===== src/rtl/fir_err_accum_pkg.sv =====
// Shared types and default sizes for the FIR approximate-adder error meter.
// Optional macro FIR_ERR_MAX_EN is consumed by fir_err_accum.
package fir_err_accum_pkg;

  typedef enum logic [1:0] {
    IDLE,
    RUN,
    DRAIN,
    FIN
  } state_e;

  localparam int DEF_WIDTH    = 16;
  localparam int DEF_WIN_LOG2 = 8;

endpackage


===== src/rtl/fir_err_accum_absdiff.sv =====
// Combinational unsigned |a-b|; the result always fits WIDTH bits.
module fir_absdiff #(
  parameter int WIDTH = 16
) (
  input  logic [WIDTH-1:0] a,
  input  logic [WIDTH-1:0] b,
  output logic [WIDTH-1:0] y
);

  always_comb begin
    if (a >= b) y = a - b;
    else        y = b - a;
  end

endmodule


===== src/rtl/fir_err_accum.sv =====
// Windowed error meter: sum, count and (FIR_ERR_MAX_EN) max of |approx-exact|.
// Two-stage pipe: stage 1 absdiff register, stage 2 accumulators.
module fir_err_accum
  import fir_err_accum_pkg::*;
#(
  parameter int WIDTH    = DEF_WIDTH,
  parameter int WIN_LOG2 = DEF_WIN_LOG2
) (
  input  logic                      clk,
  input  logic                      rst,
  input  logic                      start,
  input  logic                      in_valid,
  input  logic [WIDTH-1:0]          approx,
  input  logic [WIDTH-1:0]          exact,
  output logic                      busy,
  output logic                      done,
  output logic [WIDTH+WIN_LOG2-1:0] err_sum,
  output logic [WIN_LOG2:0]         err_cnt,
  output logic [WIDTH-1:0]          err_max
);

  localparam int SW = WIDTH + WIN_LOG2;
  localparam logic [WIN_LOG2:0] LAST = {1'b0, {WIN_LOG2{1'b1}}};

  state_e            state_q, state_d;
  logic [WIN_LOG2:0] cnt_q, cnt_d;
  logic              drn_q, drn_d;
  logic              busy_q, busy_d;
  logic              done_q, done_d;
  logic              clr;

  logic              s1_v_q, s1_v_d;
  logic              s1_nz_q, s1_nz_d;
  logic [WIDTH-1:0]  s1_abs_q, s1_abs_d;

  logic [SW-1:0]     sum_q, sum_d;
  logic [WIN_LOG2:0] ecnt_q, ecnt_d;

  fir_absdiff #(.WIDTH(WIDTH)) u_absdiff (
    .a (approx),
    .b (exact),
    .y (s1_abs_d)
  );

  always_comb begin
    state_d = state_q;
    cnt_d   = cnt_q;
    drn_d   = 1'b0;
    clr     = 1'b0;
    unique case (state_q)
      IDLE: begin
        if (start) begin
          state_d = RUN;
          cnt_d   = '0;
          clr     = 1'b1;
        end
      end
      RUN: begin
        if (in_valid) begin
          cnt_d = cnt_q + 1'b1;
          if (cnt_q == LAST) state_d = DRAIN;
        end
      end
      DRAIN: begin
        drn_d = 1'b1;
        if (drn_q) state_d = FIN;
      end
      FIN:     state_d = IDLE;
      default: state_d = IDLE;
    endcase
    busy_d = (state_d == RUN) || (state_d == DRAIN);
    done_d = (state_d == FIN);
  end

  always_comb begin
    s1_v_d  = in_valid && (state_q == RUN);
    s1_nz_d = (approx != exact);
    sum_d   = sum_q;
    ecnt_d  = ecnt_q;
    if (clr) begin
      sum_d  = '0;
      ecnt_d = '0;
    end else if (s1_v_q) begin
      sum_d  = sum_q + {{WIN_LOG2{1'b0}}, s1_abs_q};
      ecnt_d = ecnt_q + {{WIN_LOG2{1'b0}}, s1_nz_q};
    end
  end

  always_ff @(posedge clk) begin
    if (rst) begin
      state_q  <= IDLE;
      cnt_q    <= '0;
      drn_q    <= 1'b0;
      busy_q   <= 1'b0;
      done_q   <= 1'b0;
      s1_v_q   <= 1'b0;
      s1_nz_q  <= 1'b0;
      s1_abs_q <= '0;
      sum_q    <= '0;
      ecnt_q   <= '0;
    end else begin
      state_q  <= state_d;
      cnt_q    <= cnt_d;
      drn_q    <= drn_d;
      busy_q   <= busy_d;
      done_q   <= done_d;
      s1_v_q   <= s1_v_d;
      s1_nz_q  <= s1_nz_d;
      s1_abs_q <= s1_abs_d;
      sum_q    <= sum_d;
      ecnt_q   <= ecnt_d;
    end
  end

`ifdef FIR_ERR_MAX_EN
  logic [WIDTH-1:0] max_q, max_d;

  always_comb begin
    max_d = max_q;
    if (clr) max_d = '0;
    else if (s1_v_q && (s1_abs_q > max_q)) max_d = s1_abs_q;
  end

  always_ff @(posedge clk) begin
    if (rst) max_q <= '0;
    else     max_q <= max_d;
  end

  assign err_max = max_q;
`else
  assign err_max = '0;
`endif

  assign busy    = busy_q;
  assign done    = done_q;
  assign err_sum = sum_q;
  assign err_cnt = ecnt_q;

endmodule


===== config.mk =====
export PLATFORM = sky130hd
export DESIGN_NAME = fir_err_accum
export DESIGN_NICKNAME = d
export VERILOG_FILES = /design/src/rtl/fir_err_accum_pkg.sv /design/src/rtl/fir_err_accum_absdiff.sv /design/src/rtl/fir_err_accum.sv
export SDC_FILE = /design/constraint.sdc
export NUM_CORES = 1
export LEC_CHECK = 0
export ABC_AREA = 1
export CAP_MARGIN = 0
export CORE_MARGIN = 3
export CORE_UTILIZATION = 30
export DETAILED_ROUTE_END_ITERATION = 10
export SYNTH_ARGS = -nofsm -noshare
export SYNTH_HDL_FRONTEND = slang
export SYNTH_HIERARCHICAL = 1
export SYNTH_SLANG_ARGS = --single-unit

===== constraint.sdc =====
create_clock -name clk -period 3.1 [get_ports clk]
set_clock_uncertainty 0.05 [all_clocks]
set_input_delay 0.62 -clock clk [delete_from_list [all_inputs] [get_ports clk]]
set_output_delay 0.62 -clock clk [all_outputs]
set_load 0.01 [all_outputs]

==> results.md, run 1 <==
- The run finished with clean final reports.
- The site row count is 52.
- Sequential cells were found to cover 20.6% of the synthesized design area.
- The filler cell count is 2228.
- At the pin with the least slew margin, the transition time is 0.503 ns.
- The compound-gate portion of the synthesized area is 8.16%.
- After synthesis the cells add up to 0.00631 mm^2.
- The areal power density over the cells is 370 mW/mm^2.
- In this run, post-CTS hold repair placed 0 buffers.
- The worst hold path terminates at err_cnt[8]$_SDFFE_PP0P_.
- In this run the tool buffered the top-level ports with 70 buffer cells.
- The clock insertion delay at the later pin of the skew report is 0.34 ns.
- Of the cells placed in the final design, the portion with a size suffix greater than 1 is 6.91%.
- The count of non-filler cells in the finished layout is 1399.
- The final-report max-slew violation count is 0.
- The xor-xnor portion of the synthesized cell area is 4.02%.
- The final period utilization is 88.5%.
- The number of cells on the worst reg-to-reg path is 10.
- Dividing the detail-routed wire length by the instance count gives 11.3 um.
- The share of synthesized area spent on multiplexers is 0%.
- The number of synthesized flops with an enable pin is 0.
- The first detailed-routing pass ran for 6 iterations.
- The relative slew slack is 66.4%.
- Measured along the x axis, the die boundary spans 151 um.
- The synthesized netlist devotes 39.2% of its cell area to simple gates.
- The required arrival time at the worst endpoint is 3.26 ns.
- Counting along the longest clock path gives a buffer depth of 2.
- The CTS tree is done.
- The synthesized flop and latch total is 65.
- Entering global routing, the biggest net connects 38 pins.
- Counting instances, the worst hold path has a depth of 2.
- The total negative slack for setup checks is 0 ns.
- The total via count in the routed design is 6050.
- Summed over all cells, the static leakage comes to 3.92 nW.
- The maximum vdd ir drop is 0.259 mV.
- The worst register-to-register path begins at err_sum[0]$_SDFFE_PP0P_.
- STA classifies the critical path endpoint as a register.
- Across the whole layout, storage elements account for 0.00130 mm^2.
- The remaining antenna violation count after routing is 0.
- The floorplan step set the die height to 151 um.
- The first global-routing pass estimated 26700 um of wire.
- Setup repair after global routing left no endpoint under its margin.
- Summed over all layers, the routed wires come to 15900 um.
- The number of maximum-capacitance constraint violations is 0.
- After detailed routing, the number of vias per cell comes to 4.32.
- The initial antenna violation count came to 0.
- The number of diodes added for antenna fixing is 0.
- In this run the biggest area consumer among cell types represents 20.6% of the synthesized area.
- The post-CTS setup-driven buffer insertion count is 0.
- Once the floorplan was initialized, standard cells occupied 30.9% of the core.
- For this run, the post-layout net count is 1215.
- The startpoint identified for the worst hold timing path is err_cnt[8]$_SDFFE_PP0P_.
- The capturing point of the worst reg2reg path is err_sum[22]$_SDFFE_PP0P_.
- The multi-input gate area in the final layout is 0.00401 mm^2.
- Yosys printed 6 warnings.
- The final RePlAce weighted congestion is 0.930.
- The total global routing overflow is 0.
- The critical path data arrival time is 2.90 ns.
- The via count of the first global-routing pass is 5791.
- Once placement completed, the tool counted placed cells totaling 1383.
- Ranked by total cell area, the synthesized netlist is headed by sky130_fd_sc_hd__dfxtp_1, sky130_fd_sc_hd__nand2_1, sky130_fd_sc_hd__inv_1.
- The count of pins on the block boundary is 87.
- Compared with the post-synthesis result, the final layout area differs by 19.1%.
- Clock-pin slew was measured on the worst setup and hold paths at 0.05 ns.
- The area of the placeable core is 0.0204 mm^2.
- The half-perimeter wire length after detailed placement is 13200 um.
- CTS built an H-tree with a depth of 3.
- The number of sinks on the clock net is 65.
- The cell sitting at the root of the clock tree is a sky130_fd_sc_hd__clkbuf_16.
- The maximum operating frequency is 0.365 GHz.
- The clock period minus final worst setup slack is 2.74 ns.
- The top flip-flop cell by instance count after synthesis is sky130_fd_sc_hd__dfxtp_1.
- The final core utilization is 36.8%.
- In this run the worst path has a maximum fanout of 23.
- The biggest area contributor in the post-synthesis netlist is sky130_fd_sc_hd__dfxtp_1.
- The number of clock buffers inserted by TritonCTS is 9.
- The count of unique library cells instantiated by Yosys is 45.
- The total count of hold-check failures in the final report is 0.
- The category of the worst setup path launch point is an input pin.
- Counting flops with an async set or reset pin after synthesis yields a share of 0%.
- In the synthesized netlist, the number of instances is 1058.
- The synthesized netlist devotes 11.3% of its cell area to adder and majority cells.
- Gates resized during post-CTS repair numbered 0.
- The die covers 0.0228 mm^2.
- After detailed routing, the number of remaining DRC violations is 0.
- The main combinational cell family by area after synthesis is simple AND/OR/NAND/NOR gates.
- The worst min-delay path category is register to register.
- The setup slack of the worst register-to-register path is 1.06 ns.
- The total routing resource utilization after global routing is 14.4%.
- The critical setup path kind is input pin to register.
- The iteration-0 DRC count of the detailed router is 276.
- Setup violations remaining at the end of the flow were counted as 0.
- The mean cell area of the mapped netlist is 5.97 um^2.
worst max-delay path by stage:
stage,startpoint,to,slack (ns),depth (start not counted)
after global routing,approx[0],s1_abs_q[9]$_SDFF_PP0_,0.12,16
after global placement,approx[0],s1_abs_q[15]$_SDFF_PP0_,0.07,16
after floorplan,approx[0],s1_abs_q[4]$_SDFF_PP0_,0.83,15
after CTS,approx[0],s1_abs_q[14]$_SDFF_PP0_,0.35,16
after detailed placement,approx[0],s1_abs_q[14]$_SDFF_PP0_,-0.006,16
final,approx[0],s1_abs_q[9]$_SDFF_PP0_,0.36,16
flip-flops by register name, summed over array words and instances, names as in the netlist:
signal,count
drn_q,1
err_sum,24
done,1
busy,1
err_cnt,9
s1_v_q,1
state_q,2
s1_nz_q,1
cnt_q,9
s1_abs_q,16
report_power, final:
part           switching [mW]  total, mW  leakage (nW)  internal (mW)
registers              0.0244      0.903         0.529          0.878
logic                   0.494      0.797          3.24          0.304
clock network           0.379       1.08         0.155          0.703
cell usage in the layout (no fill, tap or decap), drive strengths merged, types with 2 or more instances in the layout:
master / Yosys / routed
clkbuf: 8 / 9
fa: 3 / 3
a21oi: 54 / 54
or2: 5 / 5
and2: 3 / 3
o21bai: 2 / 2
a31oi: 2 / 2
nor2: 120 / 120
clkdlybuf4s50: 0 / 70
a211oi: 2 / 2
nor3: 10 / 10
inv: 204 / 204
o21ai: 23 / 23
nand2: 346 / 346
nor4: 2 / 2
bufinv: 0 / 2
ha: 52 / 52
xnor2: 15 / 15
conb: 1 / 16
clkinv: 1 / 5
dfxtp: 65 / 65
nand3: 74 / 74
nand4: 12 / 12
o2111ai: 3 / 3
xor2: 14 / 14
buf: 32 / 10
metal layers:
| layer | global-route usage, % | vias to the layer above | share of wire [%] |
|---|---|---|---|
| met2 | 23.6 | 108 | 44 |
| li1 | - | 3336 | - |
| met4 | 5.71 | 0 | 2.8 |
| met1 | 19.2 | 2581 | 49 |
| met3 | 2.06 | 25 | 3.6 |
| met5 | 0 | - | 0 |
layout make-up:
cell class / instances / area share [%]
multi-input cells: 763 / 53.4
flip-flops and latches: 65 / 17.3
inverters: 205 / 10.3
well taps: 270 / 4.49
repair buffers: 80 / 10.3
clock buffers: 9 / 3.00
clock inverters: 7 / 1.26
cells by family (layout without fill, tap and decap cells):
logic type | count (synthesis) | in the layout
and+or+nand+nor | 574 | 574
DFF | 65 | 65
xor gates and xnor gates | 29 | 29
adders and majority gates | 55 | 55
other | 1 | 16
AOI/OAI and AO/OA | 89 | 89
buffers and inverters | 245 | 301
cell usage after synthesis, types with 6 or more instances:
cell type / count
sky130_fd_sc_hd__a21oi_1: 52
sky130_fd_sc_hd__buf_4: 24
sky130_fd_sc_hd__clkbuf_1: 7
sky130_fd_sc_hd__dfxtp_1: 65
sky130_fd_sc_hd__ha_1: 52
sky130_fd_sc_hd__inv_1: 198
sky130_fd_sc_hd__nand2_1: 331
sky130_fd_sc_hd__nand2_2: 11
sky130_fd_sc_hd__nand3_1: 70
sky130_fd_sc_hd__nand4_1: 12
sky130_fd_sc_hd__nor2_1: 112
sky130_fd_sc_hd__nor3_1: 7
sky130_fd_sc_hd__o21ai_0: 9
sky130_fd_sc_hd__o21ai_1: 6
sky130_fd_sc_hd__o21ai_2: 8
sky130_fd_sc_hd__xnor2_1: 15
sky130_fd_sc_hd__xor2_1: 14
through the flow:
| step | setup slack, ns | instance area [um^2] | hold WS, ns | power [mW] |
|---|---|---|---|---|
| floorplan | 0.827 | 6370 | 0.395 | 1.53 |
| global placement | 0.0669 | 7200 | 0.402 | 1.71 |
| detailed placement | -0.00601 | 7200 | 0.413 | 1.72 |
| CTS | 0.347 | 7520 | 0.420 | 2.82 |
| global route | 0.116 | 7520 | 0.449 | 2.97 |
| finish | 0.358 | 7520 | 0.412 | 2.78 |
critical path: stages:
cell and delay, ns:
sky130_fd_sc_hd__clkdlybuf4s50_1 0.48, sky130_fd_sc_hd__inv_1 0.05, sky130_fd_sc_hd__ha_1 0.21, sky130_fd_sc_hd__fa_1 0.42, sky130_fd_sc_hd__inv_1 0.11, sky130_fd_sc_hd__nand3_1 0.07
sky130_fd_sc_hd__nand3_1 0.10, sky130_fd_sc_hd__nand2_1 0.07, sky130_fd_sc_hd__nand3_1 0.09, sky130_fd_sc_hd__nand2_2 0.07, sky130_fd_sc_hd__nand2_4 0.25, sky130_fd_sc_hd__inv_2 0.13
sky130_fd_sc_hd__nand2_1 0.09, sky130_fd_sc_hd__nand2_1 0.05, sky130_fd_sc_hd__inv_1 0.05, sky130_fd_sc_hd__nor2_1 0.03
Note: power is estimated with default switching activity, not from simulation.
==> inputs of run 2 (changes only) <==
--- a/config.mk
+++ b/config.mk
@@ -10,6 +10,8 @@
 export CORE_MARGIN = 3
 export CORE_UTILIZATION = 30
 export DETAILED_ROUTE_END_ITERATION = 10
+export GPL_ROUTABILITY_DRIVEN = 0
+export SLEW_MARGIN = 20
 export SYNTH_ARGS = -nofsm -noshare
 export SYNTH_HDL_FRONTEND = slang
 export SYNTH_HIERARCHICAL = 1
==> run 2 against run 1 <==
Hold slack lost 0.00082 ns. Sequential power is essentially flat. Via count grew 0.33%. Worst setup slack gained 0.012 ns. Critical path type unchanged. Largest power group unchanged.
==> results.md, run 2 (same netlist as run 1, synthesis figures left out) <==
- The number of nets in the final layout is 1215.
- For the worst setup path, the data required time is 3.26 ns.
- Once layout is complete, the utilization of the core stands at 36.9%.
- The worst path needs 2.73 ns of the cycle, external delays included.
- The site row count is 52.
- The die covers 0.0228 mm^2.
- The worst hold path belongs to the class register to register.
- The via count of the first global-routing pass is 5668.
- The flip-flop count of the largest register after layout is 24.
- The detail-routed via count per cell is 4.34.
- Setup violations remaining at the end of the flow were counted as 0.
- The CTS tree is done.
- Dividing total power by cell area gives a power density of 376 mW/mm^2.
- The number of cells in the design after placement is 1383.
- In this run the tool buffered the top-level ports with 70 buffer cells.
- The setup path with the least slack is of type input pin to register.
- The dominant delay contributor by cell family on the critical path is buffers and inverters.
- Of all nets on the critical path, the largest fanout is 23.
- The number of maximum-capacitance constraint violations is 0.
- The growth of design area from synthesis to finish is 19.4%.
- The H-tree depth is 3.
- The flow ran to the end, and the final reports show no timing, DRC or antenna violations.
- The filler cell count is 2265.
- Summing all flip-flop and latch instances after layout gives 0.00130 mm^2.
- In this run the count of I/O pins placed on the die edge is 87.
- The top routing layer in use is met4.
- The cell with the largest stage delay on the worst path is sky130_fd_sc_hd__clkdlybuf4s50_1.
- In this run the tightest slew margin relative to its limit is 65.6%.
- The pre-CTS worst setup slack is 0.00746 ns.
- The deepest clock path buffer count is 2.
- The total count of hold-check failures in the final report came to 0.
- In this run the horizontal extent of the chip is 151 um.
- Setup repair after global routing left no endpoint under its margin.
- The library cells used most frequently in the layout, excluding fill and tap cells, are sky130_fd_sc_hd__nand2_1, sky130_fd_sc_hd__inv_1, sky130_fd_sc_hd__nor2_1.
- The clock slew at the register clock pins of the worst setup and hold paths is 0.05 ns.
- The number of search-and-repair iterations in the first detailed-routing pass is 5.
- The critical path data arrival time is 2.89 ns.
- Once the floorplan was initialized, standard cells occupied 30.9% of the core.
- The iteration-0 DRC count of the detailed router is 336.
- For this run, design rule violations remaining after detail routing come to 0.
- The maximum operating frequency is 0.366 GHz.
- Once the clock tree was built, the resizer swapped 0 gates to a different size.
- The total via count in the routed design is 6070.
- For the worst-skew pair, the clock arrives at the later sink with an insertion delay of 0.33 ns.
- After detailed routing, the average wire length per cell comes to 11.3 um.
- The finished layout holds 1399 standard cells, fillers aside.
- The initial antenna violation count was 0.
- CTS saw 65 sinks.
- The reported leakage power is 3.94 nW.
- The post-route netlist has 6.91% of its cells at a drive strength greater than 1.
- In this design, the stage delay of the slowest critical-path cell is 0.47 ns.
- The root cell of the clock tree is sky130_fd_sc_hd__clkbuf_16.
- The detailed router put a total of 7880 um of wire on met1.
- IR analysis of the VDD net gives a maximum drop of 0.261 mV.
- The number of cells on the worst reg-to-reg path is 10.
- The worst setup path is captured at a register.
- The first global-routing pass estimated 26400 um of wire.
- In the final layout, the multi-input gates occupy 0.00401 mm^2.
- The post-CTS setup-driven buffer insertion count is 0.
- For the pin with the worst max-slew slack, the measured transition is 0.516 ns.
- For this run the aggregate overflow at the end of global routing stands at 0.
- The total routing resource utilization after global routing is 14.4%.
- The remaining antenna violation count after routing is 0.
- The leading cell type in the layout, fill and taps excluded is sky130_fd_sc_hd__nand2_1.
- In the finished design, the share of the clock period the worst path needs comes to 88.1%.
- The number of instances on the worst hold path is 2.
- In this run the number of cells on the critical path is 16.
- The critical path goes through clkdlybuf4s50_1 > inv_1 > ha_1 > fa_1 > inv_1 > nand3_1 > nand3_1 > nand2_1 > nand3_1 > nand2_2 > nand2_4 > inv_2 > nand2_1 > nand2_1 > inv_1 > nor2_1.
- The met2 layer wire length in the routed design is 6930 um.
- The largest net degree at the start of global routing is 38.
- The count of buffering cells on the critical path with inverters included is 5.
- The routed design has 15800 um of wire.
- The final-report max-slew violation count came to 0.
- The half-perimeter wire length after detailed placement is 13100 um.
- The area of the placeable core is 0.0204 mm^2.
- Adding up every negative setup slack in the final design gives 0 ns.
- The final critical-path setup slack is 0.370 ns.
- The design draws 2.84 mW.
- The number of clock buffers inserted by TritonCTS is 9.
- The number of diodes added for antenna fixing is 0.
- The worst setup path is launched from an input pin.
- The routed length on met3 is 593 um.
- The floorplan step set the die height to 151 um.
- The number of hold buffers added after CTS was 0.
==> run 2: cell count changes in the layout (fill, tap and decap cells not counted) <==
cell,delta
sky130_fd_sc_hd__clkinv_4,-1
sky130_fd_sc_hd__clkbuf_8,+3
sky130_fd_sc_hd__clkinvlp_4,-1
sky130_fd_sc_hd__clkinv_2,-1
==> run 2: routing by layer <==
metal	global-route usage [%]	vias up
li1	-	3321
met1	19.3	2610
met2	23.4	120
met3	2.24	19
met4	4.85	0
met5	0	-
==> run 2: power by group <==
group          leakage [nW]  switching (mW)  total [mW]  internal [mW]
Sequential            0.529          0.0241       0.902          0.878
Clock                 0.169           0.367        1.14          0.769
Combinational          3.24           0.494       0.798          0.304
==> run 2: layout make-up <==
cell class | instances | share of cell area [%]
Multi-Input combinational cell | 763 | 53.2
Clock inverter | 4 | 0.979
Sequential cell | 65 | 17.3
Tap cell | 270 | 4.48
Timing Repair Buffer | 80 | 10.3
Inverter | 205 | 10.2
Clock buffer | 12 | 3.53
==> run 2: through the flow <==
stage / cell area (um^2) / hold slack (ns)
after floorplan: 6370 / 0.395
after global placement: 7200 / 0.403
after detailed placement: 7200 / 0.403
after CTS: 7540 / 0.415
after global routing: 7540 / 0.431
final: 7540 / 0.412
==> run 2: worst register-to-register path, delay by kind of cell, from the launching register on <==
kind | cells | cell delay, ns
and+or+nand+nor | 7 | 0.70
adders and majority gates | 2 | 0.67
DFF | 1 | 0.32
AOI/OAI and AO/OA | 1 | 0.15
==> run 2: final timing paths <==
kind | startpoint | endpoint | slack, ns
worst max-delay path | approx[0] | s1_abs_q[14]$_SDFF_PP0_ | 0.37
worst min-delay path | err_cnt[8]$_SDFFE_PP0P_ | err_cnt[8]$_SDFFE_PP0P_ | 0.41
worst max register to register | err_sum[0]$_SDFFE_PP0P_ | err_sum[22]$_SDFFE_PP0P_ | 1.11
worst min register to register | err_cnt[8]$_SDFFE_PP0P_ | err_cnt[8]$_SDFFE_PP0P_ | 0.41
